$ cat config.mk
export PLATFORM = sky130hd
export DESIGN_NAME = pakin_io_mch_flat
export DESIGN_NICKNAME = d
export VERILOG_FILES = /design/src/rtl/pakin_io_mch_if.sv /design/src/rtl/pakin_io_mch.sv /design/src/flat_wrapper.sv
export SDC_FILE = /design/constraint.sdc
export NUM_CORES = 1
export LEC_CHECK = 0
export BUFFER_PORTS_ARGS = -buffer_cell sky130_fd_sc_hd__buf_2
export CAP_MARGIN = 10
export CORE_AREA = 2 2 180 182
export CTS_BUF_LIST = sky130_fd_sc_hd__clkbuf_16
export DETAILED_ROUTE_END_ITERATION = 16
export DIE_AREA = 0 0 182 184
export SLEW_MARGIN = 30
export SYNTH_ARGS = -nofsm -noshare
export SYNTH_HDL_FRONTEND = slang
export SYNTH_HIERARCHICAL = 1
export SYNTH_SLANG_ARGS = --single-unit
$ cat constraint.sdc
create_clock -name src_clk -period 4.2 [get_ports src_clk]
set_input_delay 0.21 -clock src_clk [delete_from_list [all_inputs] [get_ports src_clk]]
set_output_delay 0.21 -clock src_clk [all_outputs]
set_load 0.005 [all_outputs]
$ cat src/rtl/pakin_io_mch_if.sv
// pakin_io_mch_if: packet-out and message-in handshake bundle for the
// multi-channel pakin link exerciser. The master side is the exerciser.
`ifndef NS_PACKET_SIZE
`define NS_PACKET_SIZE 8
`endif
`ifndef NS_ADDRESS_SIZE
`define NS_ADDRESS_SIZE 4
`endif
`ifndef NS_DATA_SIZE
`define NS_DATA_SIZE 8
`endif
`ifndef NS_REDUN_SIZE
`define NS_REDUN_SIZE 4
`endif

interface pakin_io_mch_if #(
   parameter int NCH = 2,
   parameter int PSZ = `NS_PACKET_SIZE,
   parameter int MSZ = 2*`NS_ADDRESS_SIZE + `NS_DATA_SIZE + `NS_REDUN_SIZE
);
   logic [NCH*PSZ-1:0] o_pakio;
   logic [NCH-1:0]     o_req;
   logic [NCH-1:0]     o_ack;
   logic [NCH*MSZ-1:0] i_msg;
   logic [NCH-1:0]     i_req;
   logic [NCH-1:0]     i_ack;

   modport master (output o_pakio, o_req, i_ack, input o_ack, i_msg, i_req);
   modport slave  (input o_pakio, o_req, i_ack, output o_ack, i_msg, i_req);
endinterface

$ cat src/rtl/pakin_io_mch.sv
// pakin_io_mch: NCH independent packet-out generators and message-in checkers.
// Each generator builds {src,dst,dat,red} messages into a small FIFO and sends
// them as TOT_PKS packets over a 4-phase req/ack link; each checker takes whole
// messages over a 4-phase link and keeps sticky src/red/sequence error flags.
// Optional build macro PAKIN_IO_ERR_CNT_EN adds a saturating per-channel
// count of errored messages (port err_cnt).
`ifndef NS_PACKET_SIZE
`define NS_PACKET_SIZE 8
`endif
`ifndef NS_ADDRESS_SIZE
`define NS_ADDRESS_SIZE 4
`endif
`ifndef NS_DATA_SIZE
`define NS_DATA_SIZE 8
`endif
`ifndef NS_REDUN_SIZE
`define NS_REDUN_SIZE 4
`endif

// One channel: generator + FIFO + packet sender, and a message checker.
module pakin_io_ch #(
   parameter int MIN_ADDR = 1,
   parameter int MAX_ADDR = 1,
   parameter int SRC_ADDR = 3,
   parameter int FDEPTH   = 4,
   parameter int PSZ      = 8,
   parameter int ASZ      = 4,
   parameter int DSZ      = 8,
   parameter int RSZ      = 4,
   parameter bit DBG_EN   = 1'b0,
   localparam int MSZ     = 2*ASZ + DSZ + RSZ,
   localparam int TOT_PKS = (MSZ + PSZ - 1) / PSZ
) (
   input  logic           src_clk,
   input  logic           reset,
   output logic [PSZ-1:0] o_pakio,
   output logic           o_req,
   input  logic           o_ack,
   input  logic [MSZ-1:0] i_msg,
   input  logic           i_req,
   output logic           i_ack,
   output logic           err_src,
   output logic           err_red,
   output logic           err_seq,
   output logic [3:0]     dbg_dat
`ifdef PAKIN_IO_ERR_CNT_EN
   ,output logic [7:0]    err_cnt
`endif
);
   localparam int AW = $clog2(FDEPTH);
   localparam int TW = TOT_PKS * PSZ;
   localparam int IW = $clog2(TOT_PKS + 1);

   typedef struct packed {
      logic [ASZ-1:0] src;
      logic [ASZ-1:0] dst;
      logic [DSZ-1:0] dat;
      logic [RSZ-1:0] red;
   } msg_t;

   // Redundancy: XOR-fold of {src,dst,dat} into RSZ bits.
   function automatic logic [RSZ-1:0] calc_redun(input logic [2*ASZ+DSZ-1:0] v);
      logic [RSZ-1:0] r;
      r = '0;
      for (int i = 0; i < 2*ASZ+DSZ; i++) r[i % RSZ] = r[i % RSZ] ^ v[i];
      return r;
   endfunction

   // ---------------- synchronisers ----------------
   logic [1:0] ack_sync, req_sync;
   logic       ack_s, req_s;
   assign ack_s = ack_sync[1];
   assign req_s = req_sync[1];

   // two-flop synchronisers for the asynchronous handshake inputs
   always_ff @(posedge src_clk or negedge reset)
      if (!reset) begin
         ack_sync <= '0;
         req_sync <= '0;
      end else begin
         ack_sync <= {ack_sync[0], o_ack};
         req_sync <= {req_sync[0], i_req};
      end

   // ---------------- generator ----------------
   typedef enum logic [1:0] {G_DST, G_DAT, G_RED, G_PUSH} g_st_t;
   g_st_t          g_st, g_nx;
   logic [ASZ-1:0] g_dst;
   logic [DSZ-1:0] g_dat, g_cnt;
   logic [RSZ-1:0] g_red;
   logic           push, pop, full, empty;

   // generator state register and message fields
   always_ff @(posedge src_clk or negedge reset)
      if (!reset) begin
         g_st  <= G_DST;
         g_dst <= ASZ'(MIN_ADDR - 1);
         g_dat <= '0;
         g_cnt <= DSZ'(5);
         g_red <= '0;
      end else begin
         g_st <= g_nx;
         case (g_st)
            G_DST:   g_dst <= (g_dst >= ASZ'(MAX_ADDR)) ? ASZ'(MIN_ADDR) : g_dst + 1'b1;
            G_DAT:   begin g_dat <= g_cnt; g_cnt <= g_cnt + 1'b1; end
            G_RED:   g_red <= calc_redun({ASZ'(SRC_ADDR), g_dst, g_dat});
            default: ;
         endcase
      end

   // generator next state: fixed walk, waits in G_PUSH for room
   always_comb begin
      g_nx = g_st;
      case (g_st)
         G_DST:  g_nx = G_DAT;
         G_DAT:  g_nx = G_RED;
         G_RED:  g_nx = G_PUSH;
         G_PUSH: if (push) g_nx = G_DST;
         default: g_nx = G_DST;
      endcase
   end

   // ---------------- FIFO ----------------
   msg_t          mem [FDEPTH];
   logic [AW:0]   wptr, rptr;
   msg_t          g_msg, f_rd;

   assign g_msg = '{src: ASZ'(SRC_ADDR), dst: g_dst, dat: g_dat, red: g_red};
   assign empty = (wptr == rptr);
   assign full  = (wptr[AW] != rptr[AW]) && (wptr[AW-1:0] == rptr[AW-1:0]);
   // a pop in the same cycle frees the slot being written, so full+pop may push
   assign push  = (g_st == G_PUSH) && (!full || pop);
   assign f_rd  = mem[rptr[AW-1:0]];

   // FIFO storage, no reset needed
   always_ff @(posedge src_clk)
      if (push) mem[wptr[AW-1:0]] <= g_msg;

   // FIFO pointers
   always_ff @(posedge src_clk or negedge reset)
      if (!reset) begin
         wptr <= '0;
         rptr <= '0;
      end else begin
         if (push) wptr <= wptr + 1'b1;
         if (pop)  rptr <= rptr + 1'b1;
      end

   // ---------------- sender ----------------
   typedef enum logic [1:0] {S_IDLE, S_LOAD, S_REQ, S_WAIT} s_st_t;
   s_st_t         s_st, s_nx;
   logic [TW-1:0] shreg;
   logic [IW-1:0] idx;
   logic          last_pk;

   assign pop     = (s_st == S_LOAD);
   assign last_pk = (idx == IW'(TOT_PKS - 1));
   assign o_req   = (s_st == S_REQ);
   // current packet always sits in the top PSZ bits of the shift register
   assign o_pakio = o_req ? shreg[TW-1 -: PSZ] : '0;

   // sender state register, shift register and packet index
   always_ff @(posedge src_clk or negedge reset)
      if (!reset) begin
         s_st  <= S_IDLE;
         shreg <= '0;
         idx   <= '0;
      end else begin
         s_st <= s_nx;
         if (s_st == S_LOAD) begin
            shreg <= TW'(f_rd) << (TW - MSZ);   // MSB aligned, tail zero-padded
            idx   <= '0;
         end else if (s_st == S_WAIT && !ack_s && !last_pk) begin
            shreg <= shreg << PSZ;
            idx   <= idx + 1'b1;
         end
      end

   // sender next state: 4-phase handshake per packet
   always_comb begin
      s_nx = s_st;
      case (s_st)
         S_IDLE: if (!empty) s_nx = S_LOAD;
         S_LOAD: s_nx = S_REQ;
         S_REQ:  if (ack_s) s_nx = S_WAIT;
         S_WAIT: if (!ack_s) s_nx = last_pk ? S_IDLE : S_REQ;
         default: s_nx = S_IDLE;
      endcase
   end

   // ---------------- checker ----------------
   typedef enum logic [2:0] {C_IDLE, C_CAP, C_RED, C_CHK, C_ACK} c_st_t;
   c_st_t          c_st, c_nx;
   msg_t           c_msg;
   logic [RSZ-1:0] c_red;
   logic [DSZ-1:0] ref_dat;
   logic           ref_vld;
   logic           e_src, e_red, e_seq;

   assign e_src = (c_msg.src != ASZ'(SRC_ADDR));
   assign e_red = (c_msg.red != c_red);
   assign e_seq = ref_vld && (c_msg.dat != ref_dat + 1'b1);

   // checker state register, capture, sticky flags and sequence reference
   always_ff @(posedge src_clk or negedge reset)
      if (!reset) begin
         c_st    <= C_IDLE;
         c_msg   <= '0;
         c_red   <= '0;
         ref_dat <= '0;
         ref_vld <= 1'b0;
         i_ack   <= 1'b0;
         err_src <= 1'b0;
         err_red <= 1'b0;
         err_seq <= 1'b0;
`ifdef PAKIN_IO_ERR_CNT_EN
         err_cnt <= '0;
`endif
      end else begin
         c_st <= c_nx;
         case (c_st)
            C_CAP: c_msg <= msg_t'(i_msg);
            C_RED: c_red <= calc_redun({c_msg.src, c_msg.dst, c_msg.dat});
            C_CHK: begin
               if (e_src) err_src <= 1'b1;
               if (e_red) err_red <= 1'b1;
               if (e_seq) err_seq <= 1'b1;
`ifdef PAKIN_IO_ERR_CNT_EN
               if ((e_src || e_red || e_seq) && err_cnt != 8'hFF) err_cnt <= err_cnt + 1'b1;
`endif
               ref_dat <= c_msg.dat;   // always resync, even after an error
               ref_vld <= 1'b1;
               i_ack   <= 1'b1;
            end
            C_ACK: if (!req_s) i_ack <= 1'b0;
            default: ;
         endcase
      end

   // checker next state
   always_comb begin
      c_nx = c_st;
      case (c_st)
         C_IDLE: if (req_s && !i_ack) c_nx = C_CAP;
         C_CAP:  c_nx = C_RED;
         C_RED:  c_nx = C_CHK;
         C_CHK:  c_nx = C_ACK;
         C_ACK:  if (!req_s) c_nx = C_IDLE;
         default: c_nx = C_IDLE;
      endcase
   end

   // debug tap of the last accepted dat nibble (DSZ >= 4 assumed)
   if (DBG_EN) begin : g_dbg
      logic [3:0] dbg_q;
      // latch low nibble when a message is accepted
      always_ff @(posedge src_clk or negedge reset)
         if (!reset)              dbg_q <= '0;
         else if (c_st == C_CHK)  dbg_q <= c_msg.dat[3:0];
      assign dbg_dat = dbg_q;
   end else begin : g_nodbg
      assign dbg_dat = '0;
   end
endmodule

module pakin_io_mch #(
   parameter int NCH      = 2,
   parameter int MIN_ADDR = 1,
   parameter int MAX_ADDR = 1,
   parameter int SRC_ADDR = 3,
   parameter int FDEPTH   = 4,
   parameter int PSZ      = `NS_PACKET_SIZE,
   parameter int ASZ      = `NS_ADDRESS_SIZE,
   parameter int DSZ      = `NS_DATA_SIZE,
   parameter int RSZ      = `NS_REDUN_SIZE,
   localparam int MSZ     = 2*ASZ + DSZ + RSZ
) (
   input  logic             src_clk,
   input  logic             reset,
   pakin_io_mch_if.master   bus,
   output logic [NCH-1:0]   err_src,
   output logic [NCH-1:0]   err_red,
   output logic [NCH-1:0]   err_seq,
   output logic [3:0]       dbg_dat
`ifdef PAKIN_IO_ERR_CNT_EN
   ,output logic [NCH*8-1:0] err_cnt
`endif
);
   logic [NCH-1:0][3:0] dbg_ch;

   for (genvar k = 0; k < NCH; k++) begin : g_ch
      pakin_io_ch #(
         .MIN_ADDR (MIN_ADDR), .MAX_ADDR (MAX_ADDR), .SRC_ADDR (SRC_ADDR),
         .FDEPTH   (FDEPTH),   .PSZ (PSZ), .ASZ (ASZ), .DSZ (DSZ), .RSZ (RSZ),
         .DBG_EN   (k == 0)
      ) u_ch (
         .src_clk (src_clk),
         .reset   (reset),
         .o_pakio (bus.o_pakio[k*PSZ +: PSZ]),
         .o_req   (bus.o_req[k]),
         .o_ack   (bus.o_ack[k]),
         .i_msg   (bus.i_msg[k*MSZ +: MSZ]),
         .i_req   (bus.i_req[k]),
         .i_ack   (bus.i_ack[k]),
         .err_src (err_src[k]),
         .err_red (err_red[k]),
         .err_seq (err_seq[k]),
         .dbg_dat (dbg_ch[k])
`ifdef PAKIN_IO_ERR_CNT_EN
         ,.err_cnt (err_cnt[k*8 +: 8])
`endif
      );
   end

   // only channel 0 drives a non-zero debug nibble; the rest tie off to 0
   always_comb begin
      dbg_dat = '0;
      for (int k = 0; k < NCH; k++) dbg_dat = dbg_dat | dbg_ch[k];
   end
endmodule

$ cat src/flat_wrapper.sv
// flat-port wrapper written by rule: the top's interface ports become plain ports
module pakin_io_mch_flat 
#(
   parameter int NCH      = 2,
   parameter int MIN_ADDR = 1,
   parameter int MAX_ADDR = 1,
   parameter int SRC_ADDR = 3,
   parameter int FDEPTH   = 4,
   parameter int PSZ      = `NS_PACKET_SIZE,
   parameter int ASZ      = `NS_ADDRESS_SIZE,
   parameter int DSZ      = `NS_DATA_SIZE,
   parameter int RSZ      = `NS_REDUN_SIZE,
   localparam int MSZ     = 2*ASZ + DSZ + RSZ
)
  (src_clk, reset, err_src, err_red, err_seq, dbg_dat, bus_o_pakio, bus_o_req, bus_i_ack, bus_o_ack, bus_i_msg, bus_i_req);
  pakin_io_mch_if #(.NCH(NCH), .PSZ(PSZ), .MSZ(MSZ)) bus_i ();
  input  logic src_clk;
  input  logic reset;
  output logic [NCH-1:0] err_src;
  output logic [NCH-1:0] err_red;
  output logic [NCH-1:0] err_seq;
  output logic [3:0] dbg_dat;
  output wire logic [$bits(bus_i.o_pakio)-1:0] bus_o_pakio;
  output wire logic [$bits(bus_i.o_req)-1:0] bus_o_req;
  output wire logic [$bits(bus_i.i_ack)-1:0] bus_i_ack;
  input wire logic [$bits(bus_i.o_ack)-1:0] bus_o_ack;
  input wire logic [$bits(bus_i.i_msg)-1:0] bus_i_msg;
  input wire logic [$bits(bus_i.i_req)-1:0] bus_i_req;
  assign bus_o_pakio = bus_i.o_pakio;
  assign bus_o_req = bus_i.o_req;
  assign bus_i_ack = bus_i.i_ack;
  assign bus_i.o_ack = bus_o_ack;
  assign bus_i.i_msg = bus_i_msg;
  assign bus_i.i_req = bus_i_req;
  pakin_io_mch #(.NCH(NCH), .MIN_ADDR(MIN_ADDR), .MAX_ADDR(MAX_ADDR), .SRC_ADDR(SRC_ADDR), .FDEPTH(FDEPTH), .PSZ(PSZ), .ASZ(ASZ), .DSZ(DSZ), .RSZ(RSZ)) u_core (.src_clk(src_clk), .reset(reset), .bus(bus_i), .err_src(err_src), .err_red(err_red), .err_seq(err_seq), .dbg_dat(dbg_dat));
endmodule
==> key figures <==
STA
  – Hold Violations, Final: 0
  – Max-slew violations: 0
  – Slew @ Worst Pin: 0.840 ns
  – Final worst path period share: 57.2%
  – Minimum period implied by the final worst setup slack: 2.40 ns
  – Worst relative slew slack: 44.0%
  – Setup Viol. Count Final: 0
  – Post-Route Setup TNS: 0 ns
  – RSZ-0062 raised after global routing: no
  – Clock Skews: 0.0133 ns
  – Fmax achieved: 417 MHz

Global route
  – GRT overflow: 0
  – All-layer global routing usage: 15.9%
  – Vias in the first global route: 8114
  – Largest net degree at the start of global routing: 84
  – First-pass GRT wire length: 42.6 mm
  – Initial antenna violation count: 0

Setup path
  – Critical R2R Launch: u_core/g_ch[0].u_ch/rptr[1]
  – Crit. Startpoint: u_core/g_ch[0].u_ch/rptr[1]
  – Required time of the critical path: 4.33 ns
  – CP endpoint kind: register
  – Critical path arrival: 2.54 ns
  – Reg2reg path depth: 4
  – Worst setup path class: reg -> reg
  – Crit-path max FO: 19
  – Crit path launch type: register

Floorplanning
  – I/O Pins: 76
  – Core footprint: 31400 um2
  – Die Footprint: 33500 um2
  – # rows: 65
  – Initial Util: 44.5%
  – Die width: 182 um
  – Die Height: 184 um

Cells and area
  – Syn-to-layout area delta: 17.6%
  – Post-route cell area: 16400 um2
  – Nets@finish: 1201
  – Register area: 8850 um2
  – # fillers: 2644
  – ANT cells: 0
  – Share of cells above drive strength 1: 22.0%
  – Commonest non-fill, non-tap cells in the layout: dfrtp_1 (196), nand2_1 (137), edfxtp_1 (128), buf_2 (74), xnor2_1 (68)
  – Most common cell after layout, fill and taps aside: dfrtp_1
  – Multi-input gate area: 4780 um2

Run status
  – Status: completed

Routing
  – WL per Instance: 16.4 um
  – Drt via density: 5.07
  – Vias: 7879
  – First-pass DRT Iterations: 5
  – Antenna Nets Post-Route: 0
  – Initial drt markers: 450
  – Remaining DRCs: 0
  – Final WL: 25.4 mm

Clock network
  – CTS root buffer: clkbuf_16
  – Post-CTS resize count: 0
  – Clock Latency Late Sink: 0.51 ns
  – CTS Sinks: 328
  – H-tree Lvls: 2
  – Num CTS Buffers: 37
  – CTS tree: built
  – Clock Tree Buf Depth: 3
  – CTS clk-pin slew, worst paths: 0.06 ns

Synth
  – Post-synth EDFFs: 128
  – Main flop type after synthesis: dfrtp_1
  – Cell Area, Synth: 14000 um2
  – Count of cell types in the netlist: 66
  – Async S/R FF share, synth: 61.0%
  – Synthesized instance count: 997
  – YS warnings: 6
  – Synthesis-stage register bit count: 328
  – Register area share after synthesis: 63.4%
  – Synth Area per Inst: 14.0 um2

Placed design
  – I/O Buffers: 75
  – DP Area: 14700 um2
  – Gp weighted congestion: 0.786
  – Post-DP HPWL: 16.3 mm

Job
  – Max Cap Violations: 0

Pwr
  – P_leak: 6.61 nW
  – Pwr Density: 749 nW/um2
  – Worst IR Drop VDD: 0.000284 V

Min path
  – Hold WC Path Type: in -> async
## synthesized netlist by cell type (6+ instances only)
master    count  area, um2
nor2b_1       7       43.8
nand3_1      16       80.1
ha_1         32        400
xor2_1       23        201
o21ai_0      31        155
clkbuf_1     14       52.6
mux2_2       63        709
nor2_1       31        116
buf_4        11       82.6
nand4_1       9       56.3
buf_2        12       60.1
mux4_1        8        210
nor3_1        7       35.0
mux2_1        6       67.6
buf_6         6       67.6
inv_1        21       78.8
a21oi_1      18       90.1
o21ai_1      12       60.1
dfrtp_1     196       4900
a22oi_1       8       60.1
mux4_2       24        541
xnor2_1      68        596
mux2i_1       6       60.1
edfxtp_1    128       3840
nand2_1     137        514
and2_1       19        119
## cell families (layout without fill, tap and decap cells)
group | after synthesis | after routing | share of synthesized area, %
AOI/OAI and AO/OA | 98 | 98 | 4.21
xor gates and xnor gates | 94 | 94 | 6.14
adders and majority gates | 32 | 32 | 2.87
buffers and inverters | 66 | 218 | 2.50
DFF | 328 | 328 | 63.4
muxes | 107 | 107 | 11.4
other | 1 | 4 | 0.0269
and+or+nand+nor | 271 | 271 | 9.48
## registers in the layout, summed over array words and instances (netlist names), 6 cells and up
register,count
u_core/g_ch.u_ch/c_msg,40
u_core/g_ch.u_ch/c_red,8
u_core/g_ch.u_ch/c_st,6
u_core/g_ch.u_ch/g_cnt,16
u_core/g_ch.u_ch/g_dat,16
u_core/g_ch.u_ch/g_dst,8
u_core/g_ch.u_ch/g_red,8
u_core/g_ch.u_ch/mem,128
u_core/g_ch.u_ch/ref_dat,16
u_core/g_ch.u_ch/rptr,6
u_core/g_ch.u_ch/shreg,40
u_core/g_ch.u_ch/wptr,6
## per-stage QoR
stage	hold slack, ns	cells	power, mW	setup slack (ns)	util [%]
after detailed placement	0.312	1441	9.01	1.81	46.8
after global placement	0.316	1440	8.90	1.83	46.7
final	0.330	1554	12.3	1.80	52.3
after CTS	0.321	1554	12.5	1.77	52.3
after floorplan	-0.0856	1000	8.10	2.42	-
after global routing	0.331	1554	13.1	1.61	52.3
## per-layer routing
layer  global-route usage, %  wire, um
met5                       0         0
met4                    4.42       466
met3                    2.67       820
met2                    26.3     12000
met1                    21.8     12100
## power breakdown
group	leakage, nW	internal [mW]	switching (mW)
logic	2.41	1.85	1.66
clock network	0.649	2.11	1.25
registers	3.56	4.48	0.954
## repair_timing
| item | 4_1_cts | 5_1_grt |
|---|---|---|
| buffers inserted | 0 | 0 |
| hold buffers | 45 | 0 |
| endpoints found under the hold margin | 123 | 0 |
## critical path, cell delays in order (launching register included)
cell and delay (ns):
dfrtp_1 0.88, xnor2_2 0.17, nand2_2 0.12, o31a_4 0.18, and2_1 0.66
## path summary, 6_finish.rpt
kind                                                   endpoint  slack (ns)
worst max-delay path             u_core/g_ch[0].u_ch/mem[1][10]        1.80
worst min-delay path            u_core/g_ch[0].u_ch/req_sync[1]        0.33
worst max register to register   u_core/g_ch[0].u_ch/mem[1][10]        1.80
worst min register to register  u_core/g_ch[0].u_ch/req_sync[1]        0.34
max in group asynchronous          u_core/g_ch[1].u_ch/c_msg[2]        2.85
min in group src_clk            u_core/g_ch[0].u_ch/req_sync[1]        0.34
## area by class of cell
cell class,instances,area share [%]
tap,402,3.06
clock buffer,39,5.94
timing repair buffer,128,5.55
clock inverter,29,1.91
multi-input combinational,606,29.1
inverter,22,0.503
sequential,328,53.9
Power figures use the tool's default switching activity.
